`config.mk`:
```
export PLATFORM = sky130hd
export DESIGN_NAME = timer_sched
export DESIGN_NICKNAME = d
export VERILOG_FILES = /design/src/rtl/timer_sched_pkg.sv /design/src/rtl/timer_sched_rr_pick.sv /design/src/rtl/timer_sched.sv
export SDC_FILE = /design/constraint.sdc
export NUM_CORES = 1
export LEC_CHECK = 0
export BUFFER_PORTS_ARGS = -buffer_cell sky130_fd_sc_hd__buf_2
export CAP_MARGIN = 15
export CORE_UTILIZATION = 45
export CTS_BUF_LIST = sky130_fd_sc_hd__clkbuf_16
export DETAILED_ROUTE_END_ITERATION = 7
export GPL_TIMING_DRIVEN = 0
export PLACE_DENSITY = 0.67
export SLEW_MARGIN = 10
export SYNTH_ARGS = -nofsm -noshare
export SYNTH_HDL_FRONTEND = slang
export SYNTH_SLANG_ARGS = --single-unit
```
`constraint.sdc`:
```
create_clock -name clk -period 2.2 [get_ports clk]
set_input_delay 0.11 -clock clk [delete_from_list [all_inputs] [get_ports clk]]
set_output_delay 0.11 -clock clk [all_outputs]
set_load 0.02 [all_outputs]
```
`src/rtl/timer_sched_pkg.sv`:
```
// Shared types and constants for the round-robin timer scheduler.
// The watchdog limit leaves three cycles of handshake slack beyond the longest timer run.
package timer_sched_pkg;

   typedef enum logic [1:0] {
      IDLE   = 2'd0,
      RUN    = 2'd1,
      FINISH = 2'd2
   } state_e;

   function automatic int unsigned wdog_limit(input int unsigned n);
      return (32'd1 << n) + 32'd3;
   endfunction

endpackage

```
`src/rtl/timer_sched_rr_pick.sv`:
```
// Combinational round-robin selector: the first set request bit strictly after
// 'last', wrapping around, so the previous owner is considered last.
module rr_pick #(
   parameter int M  = 4,
   parameter int IW = $clog2(M)
) (
   input  logic [M-1:0]  req,
   input  logic [IW-1:0] last,
   output logic          valid,
   output logic [IW-1:0] idx
);

   // Walk candidates from farthest to nearest so the nearest hit is written last.
   always_comb begin
      int cand;
      logic [IW-1:0] candIdx;
      valid   = 1'b0;
      idx     = '0;
      cand    = 0;
      candIdx = '0;
      for (int d = M; d >= 1; d--) begin
         cand    = (int'(last) + d) % M;
         candIdx = IW'(cand);
         if (req[candIdx]) begin
            valid = 1'b1;
            idx   = candIdx;
         end
      end
   end

endmodule

```
`src/rtl/timer_sched.sv`:
```
// Shares one delay timer among M requesters: round-robin grant, start gating,
// done routing back to the owner, and abort of abandoned or hung sessions.
module timer_sched
   import timer_sched_pkg::*;
#(
   parameter int M = 4,
   parameter int N = 3
) (
   input  logic         clk,
   input  logic         reset,
   input  logic [M-1:0] req,
   output logic [M-1:0] grant,
   output logic         timer_start,
   input  logic         timer_done,
   output logic [M-1:0] done_out,
   output logic         err_out,
   output logic         busy
);

   localparam int IW = $clog2(M);
   localparam int WW = N + 2;
   localparam logic [WW-1:0] WDOG_LAST = WW'(wdog_limit(N) - 1);

   state_e        state_q, state_d;
   logic [IW-1:0] owner_q, owner_d;
   logic [IW-1:0] last_q, last_d;
   logic [WW-1:0] wdog_q, wdog_d;
   logic          started_q, started_d;
   logic          abort_q, abort_d;

   logic          pickValid;
   logic [IW-1:0] pickIdx;
   logic          ownerReq;
   logic [M-1:0]  ownerOneHot;

   rr_pick #(.M(M), .IW(IW)) u_pick (
      .req   (req),
      .last  (last_q),
      .valid (pickValid),
      .idx   (pickIdx)
   );

   assign ownerReq    = req[owner_q];
   assign ownerOneHot = M'(1) << owner_q;

   // State register; reset puts the rotation pointer on M-1 so index 0 wins first.
   always_ff @(posedge clk or posedge reset) begin
      if (reset) begin
         state_q   <= IDLE;
         owner_q   <= '0;
         last_q    <= IW'(M - 1);
         wdog_q    <= '0;
         started_q <= 1'b0;
         abort_q   <= 1'b0;
      end else begin
         state_q   <= state_d;
         owner_q   <= owner_d;
         last_q    <= last_d;
         wdog_q    <= wdog_d;
         started_q <= started_d;
         abort_q   <= abort_d;
      end
   end

   // Next state and outputs. In RUN a timer done beats both abort causes.
   // wdog_q counts completed RUN cycles, so WDOG_LAST marks the limit-th RUN cycle.
   always_comb begin
      state_d     = state_q;
      owner_d     = owner_q;
      last_d      = last_q;
      wdog_d      = wdog_q;
      started_d   = started_q;
      abort_d     = abort_q;
      grant       = '0;
      timer_start = 1'b0;
      done_out    = '0;
      err_out     = 1'b0;
      busy        = (state_q != IDLE);
      case (state_q)
         IDLE: begin
            if (pickValid) begin
               owner_d   = pickIdx;
               last_d    = pickIdx;
               wdog_d    = '0;
               started_d = 1'b0;
               state_d   = RUN;
            end
         end
         RUN: begin
            grant       = ownerOneHot;
            timer_start = ownerReq;
            started_d   = started_q | ownerReq;
            wdog_d      = wdog_q + 1'b1;
            if (timer_done) begin
               abort_d = 1'b0;
               state_d = FINISH;
            end else if (!ownerReq && !started_q) begin
               abort_d = 1'b1;
               state_d = FINISH;
            end else if (wdog_q == WDOG_LAST) begin
               abort_d = 1'b1;
               state_d = FINISH;
            end
         end
         FINISH: begin
            grant = ownerOneHot;
            if (abort_q) begin
               err_out = 1'b1;
            end else begin
               done_out = ownerOneHot;
            end
            state_d = IDLE;
         end
         default: begin
            state_d = IDLE;
         end
      endcase
   end

endmodule

```
Word level (Yosys, flattened, before mapping)
Index checks and enable logic that the tools add are counted.
- bitwise logic cells: 1
- muxes and demuxes: 36
- reduce and logical (&&, ||, !) cells: 12
- shifts and indexed selects: 1
- magnitude comparators: 5
- equal/unequal tests: 5
- add/subtract/negate cells: 5
- operators by type and width (kind ; count):
    $mux W1 ; 16
    $mux W2 ; 8
    $lt A2 B3 Y1 const B ; 5
    $mux W4 ; 3
    $bmux W1 S2 ; 5
    $pmux W5 S2 ; 1
    $reduce_and A2 Y1 ; 4
    $add A5 B1 Y5 const B ; 1
    $eq A5 B4 Y1 const B ; 1
    $mux W5 ; 1
    $add A2 B1 Y2 const B ; 2
    $add A2 B2 Y2 const B ; 2
    $ne A4 B4 Y1 const B ; 1
    $pmux W2 S2 ; 1
    $reduce_bool A2 Y1 ; 2
    $shl A1 B2 Y4 const A ; 1
    $reduce_bool A3 Y1 ; 1
    $eq A2 B1 Y1 const B ; 1
    $eq A2 B2 Y1 const B ; 1
    $logic_not A1 Y1 ; 2
    $logic_not A2 Y1 ; 1
    $ne A2 B2 Y1 const B ; 1
    $pmux W1 S2 ; 1
    $reduce_or A2 Y1 ; 1
    other kinds (2) ; 2
- bits in registers: 13
- input port bits: 7

Depth between registers and ports, before layout
Gate-level depths: netlist (run 1).
- depth after elaboration: 9
- mapped depth: 7
- depth with buffers taken out: 6

Hierarchy
A second synthesis (run 1) with hierarchy kept.
- cell total of the unflattened synthesis: 97
- area total of the unflattened synthesis: 933.4 um2
- by module, submodules not included (module ; area an instance (um2) ; cells an instance ; sequential area each (um2) ; instances):
    timer_sched ; 842.1 ; 83 ; 327.8 ; 1
    rr_pick ; 91.3 ; 14 ; 0.0 ; 1

Least setup slack after synthesis (run 1)
OpenSTA, ideal clock, no wires.
- kind: register to register
- start point: register owner_q[0]
- end point: register state_q[0]
- arrival: 1453 ps
- buffers on the path: 1
- cell stages (with the launch flop): 6
- data required time: 2075 ps
- library setup time: 125 ps
- clock period less this slack: 1579 ps
- path slack: 621 ps
- path through: dfrtp_1 buf_6 mux4_2 nor2_4 o21ai_2 mux2_4
- longest elaborated chain between the ends: 7
- RTL lines (element ; RTL line ; text):
    start, declared ; timer_sched.sv:25 ; logic [IW-1:0] owner_q, owner_d;
    start signal, assigned ; timer_sched.sv:57 ; owner_q <= owner_d;
    $bmux W1 S2 * ; timer_sched.sv:43 ; assign ownerReq = req[owner_q];
    $mux W1 (implied by the code) * ; timer_sched.sv:43 ;
    $logic_not A1 Y1 * ; timer_sched.sv:97 ; end else if (!ownerReq && !started_q) begin
    $logic_and A1 B1 Y1 * ; timer_sched.sv:97 ;
    $mux W2 ; timer_sched.sv:97 ;
    $mux W2 ; timer_sched.sv:94 ; if (timer_done) begin
    $pmux W2 S2 ; timer_sched.sv:79 ; case (state_q)
    end signal, assigned ; timer_sched.sv:56 ; state_q <= state_d;
    end, declared ; timer_sched.sv:24 ; state_e state_q, state_d;
Mark *: on every way between the ends. The rest lies on a longest branch, timed or not. The select of a mux whose other input is x is not followed.
A chain may end at the register's enable or synchronous reset.

Final worst setup path (run 1)
- start point: register owner_q[0]
- end point: output timer_start
- longest elaborated chain between the ends: 3
- RTL lines (element ; RTL line ; text):
    $bmux W1 S2 ; timer_sched.sv:43 ;
    $mux W1 (implied by the code) ; timer_sched.sv:43 ;
    $mux W1 ; timer_sched.sv:79 ;
    end, declared ; timer_sched.sv:13 ; output logic timer_start,
No other way between the ends. The select of a mux whose other input is x is not followed.

==> results of run 1 <==
-- tightest hold or removal path: stages --
cell	delay, ns
sky130_fd_sc_hd__buf_2	0.09
sky130_fd_sc_hd__nand2_1	0.05
sky130_fd_sc_hd__o221a_2	0.11
-- power by group --
group          total [µW]  internal [µW]  switching [µW]
Sequential            436            356            80.2
Combinational         884            389             495
Clock                 342            240             102
-- logic make-up after synthesis --
family,Yosys count
compound gates,20
fa+ha+maj,7
simple gates,34
flops,13
buf+inv,14
mux,5
xor+xnor,3
-- sequential cells by signal, summed over array words and instances (netlist names) --
signal	cells
abort_q	1
last_q	2
wdog_q	5
started_q	1
state_q	2
owner_q	2
-- metal layers --
layer	wire length, µm	vias to the layer above	GRT usage [%]
met5	0	-	0
met4	34	0	8.57
met3	72	5	5.66
met2	854	16	31.2
met1	869	341	23.9
li1	-	377	-
-- cell type report --
cell class              count  area [µm²]  share of cell area, %
well taps                  27        33.8                   2.97
repair buffers             18        95.1                   8.35
multi-input cells          69         526                   46.2
clock inverters             1        3.75                  0.330
clock buffers               3        75.1                   6.59
plain buffers               3        36.3                   3.19
inverters                  11        41.3                   3.63
flip-flops and latches     13         328                   28.8
-- path summary, 6_finish.rpt --
check	from	endpoint	slack, ns
worst max-delay path	owner_q[0]	timer_start	0.46
worst min-delay path	timer_done	abort_q	0.15
worst max register to register	state_q[1]	wdog_q[4]	0.50
worst min register to register	last_q[0]	last_q[0]	0.53
max in group asynchronous	reset	last_q[0]	1.38
min in group asynchronous	reset	state_q[1]	0.46
-- layout by cell type, fill, tap and decap left out, types with 2 or more instances in the layout --
cell,instances
sky130_fd_sc_hd__o211ai_1,2
sky130_fd_sc_hd__a21oi_1,4
sky130_fd_sc_hd__dfstp_2,2
sky130_fd_sc_hd__ha_1,7
sky130_fd_sc_hd__clkbuf_16,3
sky130_fd_sc_hd__dfrtp_1,11
sky130_fd_sc_hd__inv_1,12
sky130_fd_sc_hd__buf_6,2
sky130_fd_sc_hd__xnor2_1,3
sky130_fd_sc_hd__nand2_1,11
sky130_fd_sc_hd__o22ai_1,2
sky130_fd_sc_hd__nor2_1,9
sky130_fd_sc_hd__mux2_4,2
sky130_fd_sc_hd__a211oi_1,2
sky130_fd_sc_hd__buf_2,17
sky130_fd_sc_hd__nor3b_1,3
-- metrics by stage --
stage	hold WS [ns]	util [%]	cell area, µm²	std cells
global route	0.163	58.0	1140	145
global placement	0.170	53.5	1050	140
CTS	0.148	58.0	1140	145
floorplan	-0.0145	-	931	96
finish	0.152	58.0	1140	145
detailed placement	0.187	53.5	1050	140
-- what timing repair did --
item / 4_1_cts / 5_1_grt
gates resized for setup: 0 / 0
hold endpoints to repair: 11 / 0
hold buffers: 1 / 0
==> out/results.md, run 1 <==
| Step | Metric | Reported |
|---|---|---|
| power | Total Power Consumption | 1660 µW |
| power | Power Dens Cells | 1460 nW/µm² |
| placement | Weighted congestion at the end of routability-driven global placement | 0.766 |
| clock tree | Clock network latency to the later pin of the worst-skew pair | 0.24 ns |
| yosys | Most instantiated cells after synthesis | 11 x sky130_fd_sc_hd__dfrtp_1, 11 x sky130_fd_sc_hd__inv_1, 11 x sky130_fd_sc_hd__nand2_1 |
| routing | Routed length per placed instance | 12.6 µm |
| yosys | Flip-flop cell with the highest count after synthesis | sky130_fd_sc_hd__dfrtp_1 |
| layout | Layout cell share with drive strength beyond 1 | 33.1% |
| routing | WL final | 1.83 mm |
| routing | Antenna Violating Nets Remaining | 0 |
| yosys | Async S/R FF share, synth | 100% |
| critical path | Cell family contributing the most delay on the critical path | multiplexers |
| yosys | Distinct cell type count after synthesis | 39 |
| critical path | Cell with the biggest individual delay on the critical path | sky130_fd_sc_hd__mux4_2 |
| die | Width of the die | 47.5 µm |
| critical path | Reg2reg path depth | 6 |
| yosys | Flip-flop and latch count after synthesis | 13 |
| critical path | Critical path launch point type | register |
| critical path | Kind of critical path | reg2out |
| timing | Final worst path period need | 1.74 ns |
| die | Y dimension of the die | 47.5 µm |
| critical path | Arrival time of the worst setup path | 1.63 ns |
| yosys | Post-synthesis average cell area | 9.70 µm² |
| die | Effective utilization at floorplan | 47.4% |
| power | Static Leak | 0.000551 µW |
| worst hold path | Hold Crit Class | in2reg |
| die | Standard-cell rows | 16 |
| die | Core Region | 1960 µm² |
| clock tree | Clock transition time at the flip-flop clock pins of the worst setup and hold paths | 0.05 ns |
| layout | Area growth from synthesis to layout | 22.3% |
| yosys | Synth Area in Simple Gates | 19.5% |
| global route | Total grt overflow | 0 |
| clock tree | Clock buffer depth | 2 |
| timing | Transition time at the pin with the least slew margin | 0.644 ns |
| clock tree | Num Clock Sinks | 13 |
| clock tree | Setup fix buffers added after clock tree synthesis | 0 |
| timing | Total count of max-transition violations in the final report | 0 |
| critical path | Cell count along the critical path | 4 |
| global route | Global-route wire length before repair | 2.90 mm |
| routing | Drt via density | 5.10 |
| routing | Starting DRC count in detailed routing | 4 |
| yosys | Library cell with the largest summed area after synthesis | sky130_fd_sc_hd__dfrtp_1 |
| global route | Maximum number of pins on one net before global-route repair | 14 |
| clock tree | Number of clock buffers inserted by TritonCTS | 3 |
| yosys | Total nets after synthesis | 110 |
| yosys | Synth Area in XOR/XNOR | 2.82% |
| routing | Via count | 739 |
| timing | Maximum clock skew at final layout | 0.000915 ns |
| yosys | Largest family of logic cells by synthesized area | simple AND/OR/NAND/NOR gates |
| critical path | Highest cell delay on the worst timing path | 0.55 ns |
| worst hold path | WHS Path Cells | 3 |
| die | Die area | 2250 µm² |
| yosys | Number of flops mapped to enable cells by yosys | 0 |
| yosys | Synthesized instance count | 96 |
| timing | FMAX | 576 MHz |
| yosys | Post-synth design cell area | 931 µm² |
| placement | Worst Setup Slack post-DPL | 0.521 ns |
| clock tree | Root Buffer Master | sky130_fd_sc_hd__clkbuf_16 |
| critical path | Data required time of the critical path | 2.09 ns |
| global route | Total track usage | 19.3% |
| timing | Hold violation total from the final report | 0 |
| timing | Post-route fraction of the period consumed by the critical path | 78.9% |
| routing | Initial DRT Pass Iterations | 4 |
| critical path | Worst setup EP type | output port |
| timing | Number of setup violations in the final report | 0 |
| layout | Nets@finish | 133 |
| yosys | Share of synthesized area spent on multiplexers | 7.93% |
| placement | HPWL after detailed placement | 1.33 mm |
| power | Largest voltage drop on the vdd net | 0.000646 V |
| yosys | Share of Yosys cell area claimed by the top area cell type | 29.6% |
| layout | Antenna diodes | 0 |
| timing | RSZ-0062 raised after global routing | false |
| yosys | Sequential cell area fraction in the yosys report | 35.2% |
| yosys | Most area-consuming cells after synthesis | sky130_fd_sc_hd__dfrtp_1 30%, sky130_fd_sc_hd__ha_1 9.4%, sky130_fd_sc_hd__dfstp_2 5.6% |
| run status | Run status | finished clean |
| critical path | Maximum fanout count along the critical path | 10 |
| placement | Port Buf Inserts | 17 |
| job | Max_cap viols | 0 |
| timing | Setup WS post-layout | 0.463 ns |
| critical path | Worst path bufs/invs | 2 |
| timing | Accumulated negative setup slack | 0 ns |
| clock tree | TritonCTS clock tree | built |
| yosys | Post-synthesis adder-cell area fraction | 9.41% |
| yosys | Total number of yosys warnings | 0 |
| die | Number of primary I/O pins | 18 |
| layout | Number of fillers in the final layout | 182 |
| timing | Worst slew margin relative to its limit | 56.7% |
| global route | Vias in the first global route | 655 |
| yosys | Fraction of the mapped netlist area in compound gates | 16.8% |
| global route | Number of antenna violations at the first check in global routing | 0 |
| critical path | Chain of cells forming the critical path | buf_6, mux4_2, and2_2, buf_2 |
| routing | Number of design rule violations left after detail routing | 0 |
| clock tree | H-tree Lvls | 1 |
(Power assumes the default switching activity.)
==> inputs of run 2 (changes only) <==
clock period = 1.6 ns   (was 2.2 ns; I/O delays follow)
==> run 2 against run 1 <==
  * Flip-flop and latch count stayed put
  * Utilization increased by 1.7 points
  * Register-to-register slack got worse by 0.50 ns
  * Sequential share of layout area is 0.83 points lower
  * Total power is 44% higher
  * Non-clock buffer count grew 1
  * Clock-buffer cell count unchanged
  * Die area unchanged
  * Global-route usage rose by 0.16 points
  * Cell count grew 0.69%
  * Via count increased by 0.81%
  * Critical path type is now reg2reg
  * Critical endpoint is now state_q[1]
  * Largest cell class unchanged
  * Largest power group unchanged
==> out/results.md, run 2 (same netlist as run 1, synthesis figures left out) <==
| Step | Metric | Reported | Delta |
|---|---|---|---|
| global route | Total track usage | 19.5% | +0.16 points |
| power | Power Dens Cells | 2040 nW/µm² | +40% |
| layout | Antenna diodes | 0 | unchanged |
| routing | Initial DRT Pass Iterations | 4 | unchanged |
| power | Net switching power | 974 µW | +44% |
| timing | Worst slew margin relative to its limit | 57.7% | +1.0 points |
| placement | HPWL after detailed placement | 1.33 mm | unchanged |
| routing | Drt via density | 5.10 | +0.12% |
| routing | Antenna Violating Nets Remaining | 0 | unchanged |
| timing | Post-route fraction of the period consumed by the critical path | 99.9% |  |
| layout | Design area | 1170 µm² | +3.0% |
| timing | RSZ-0062 raised after global routing | true |  |
| run status | Run status | finished clean |  |
| global route | Maximum number of pins on one net before global-route repair | 14 | unchanged |
| power | Clock power frac | 19.8% | -0.7 points |
| power | Internal power of the cells | 1420 µW | +44% |
| routing | Routed length per placed instance | 12.9 µm | +1.9% |
| layout | Largest register FFs | 5 | unchanged |
| die | Number of primary I/O pins | 18 | unchanged |
| power | Seq pwr share | 25.3% | -0.9 points |
| layout | Register name with the most flops | wdog_q |  |
| placement | Post-detailed-placement cell area | 1050 µm² | unchanged |
| clock tree | H-tree Lvls | 1 | unchanged |
| routing | Starting DRC count in detailed routing | 8 | +4 |
| critical path | Data required time of the critical path | 1.73 ns | -0.36 ns |
| timing | FMAX | 625 MHz |  |
| layout | Most common cell after layout, fill and taps aside | sky130_fd_sc_hd__buf_2 |  |
| global route | Global-route wire length before repair | 2.93 mm | +0.72% |
| layout | Area growth from synthesis to layout | 25.9% |  |
| routing | Number of design rule violations left after detail routing | 0 | unchanged |
| clock tree | Number of clock buffers inserted by TritonCTS | 3 | unchanged |
| global route | Number of antenna violations at the first check in global routing | 0 | unchanged |
| critical path | Worst setup EP type | register |  |
| timing | Transition time at the pin with the least slew margin | 0.629 ns | -0.0152 ns |
| critical path | Cell with the biggest individual delay on the critical path | sky130_fd_sc_hd__mux4_2 |  |
| timing | Number of setup violations in the final report | 0 | unchanged |
| layout | Most frequent cells in the layout | 15 x sky130_fd_sc_hd__buf_2, 11 x sky130_fd_sc_hd__nand2_1, 11 x sky130_fd_sc_hd__dfrtp_1 |  |
| die | Core Region | 1960 µm² | unchanged |
| power | Share of total power consumed by net switching | 40.7% | about the same |
| critical path | Highest cell delay on the worst timing path | 0.54 ns | about the same |
| timing | Maximum clock skew at final layout | 0.00138 ns | +0.000469 ns |
| clock tree | Clock transition time at the flip-flop clock pins of the worst setup and hold paths | 0.05 ns | about the same |
| timing | Total count of max-transition violations in the final report | 0 | unchanged |
| layout | Utilization of the core after routing | 59.8% | +1.7 points |
| die | Standard-cell rows | 16 | unchanged |
| power | Gate power share | 54.9% | +1.7 points |
| global route | Total grt overflow | 0 | unchanged |
| worst hold path | Hold Crit Class | in2reg |  |
| placement | Port Buf Inserts | 17 | unchanged |
| timing | Hold violation total from the final report | 0 | unchanged |
| critical path | Arrival time of the worst setup path | 1.73 ns | +0.10 ns |
| clock tree | Num Clock Sinks | 13 | unchanged |
| job | Max_cap viols | 0 | unchanged |
| routing | Via count | 745 | +0.81% |
| routing | WL final | 1.88 mm | +2.6% |
| power | Largest voltage drop on the vdd net | 0.000914 V | +41% |
| critical path | Chain of cells forming the critical path | buf_6, mux4_2, nor2_4, o21ai_2, mux2_4 |  |
| layout | Nets@finish | 134 | +0.75% |
| placement | Dpl cells | 140 | unchanged |
| power | Static Leak | 0.000558 µW | +1.4% |
| die | Width of the die | 47.5 µm | unchanged |
| clock tree | Clock network latency to the later pin of the worst-skew pair | 0.24 ns | about the same |
| layout | Layout cell share with drive strength beyond 1 | 37.8% | +4.8 points |
| critical path | Critical path launch point type | register |  |
| placement | Weighted congestion at the end of routability-driven global placement | 0.766 | unchanged |
| critical path | Maximum fanout count along the critical path | 3 | -7 |
| clock tree | Clock buffer depth | 2 | unchanged |
| die | Die area | 2250 µm² | unchanged |
| timing | Final worst path period need | 1.60 ns |  |
| die | Effective utilization at floorplan | 47.4% | unchanged |
| die | Y dimension of the die | 47.5 µm | unchanged |
| layout | Final cell count without fillers | 146 | +0.69% |
| critical path | Kind of critical path | reg2reg |  |
| global route | Vias in the first global route | 660 | +0.76% |
| clock tree | TritonCTS clock tree | built |  |
| clock tree | Root Buffer Master | sky130_fd_sc_hd__clkbuf_16 |  |
[run 2: through the flow]
stage          hold slack [ns]  TNS (ns)  setup WS [ns]  power [µW]
3_3_place_gp             0.140    -0.130        -0.0640        1780
5_1_grt                  0.133    -0.200        -0.0635        2610
2_1_floorplan          -0.0445         0         0.0215        1540
6_report                 0.123         0       0.000804        2390
3_5_place_dp             0.157    -0.181        -0.0787        1810
4_1_cts                  0.118   -0.0805        -0.0730        2340
[run 2: per-layer routing]
layer / wire (µm) / vias up / share of wire [%] / global-route usage [%]
li1: - / 379 / - / -
met3: 69 / 5 / 3.7 / 5.66
met2: 889 / 16 / 47 / 31.2
met5: 0 / - / 0 / 0
met1: 882 / 345 / 47 / 24.4
met4: 35 / 0 / 1.9 / 8.57
[run 2: final timing paths]
check	start	to	slack, ns	cells past startpoint
setup / recovery	owner_q[0]	state_q[1]	0.0008	5
hold / removal	timer_done	abort_q	0.12	3
setup reg to reg	owner_q[0]	state_q[1]	0.0008	5
hold reg to reg	wdog_q[4]	wdog_q[4]	0.55	2
max in group asynchronous	reset	last_q[0]	0.80	3
min in group asynchronous	reset	state_q[1]	0.43	3
[run 2: worst max-delay path: cells and delay by family, from the launching register on]
kind                   cells  cell delay (ns)
muxes                      2             0.84
DFF                        1             0.33
and+or+nand+nor            1             0.12
buffers and inverters      1             0.10
AOI/OAI and AO/OA          1             0.09
[run 2: what timing repair did]
action,in CTS,in global routing
pin swaps,1,1
resized for setup,2,8
endpoints found under the hold margin,11,0
cloned,0,0
setup endpoints to repair,5,10
setup buffers,1,0
hold buffers,1,0
[run 2: power by group through the flow]
stage | clock [µW] | combinational, µW | sequential (µW)
global route | 498 | 1480 | 625
floorplan | 0 | 963 | 580
finish | 474 | 1310 | 604
global placement | 0 | 1180 | 599
CTS | 479 | 1260 | 601
detailed placement | 0 | 1210 | 604
[run 2: cell type report]
| class | instances | area [µm²] |
|---|---|---|
| multi-input combinational | 69 | 543 |
| clock inverter | 1 | 3.75 |
| fill | 170 | 790 |
| sequential | 13 | 328 |
| buffer | 3 | 36.3 |
| tap | 27 | 33.8 |
| inverter | 11 | 41.3 |
| timing repair buffer | 19 | 111 |
| clock buffer | 3 | 75.1 |
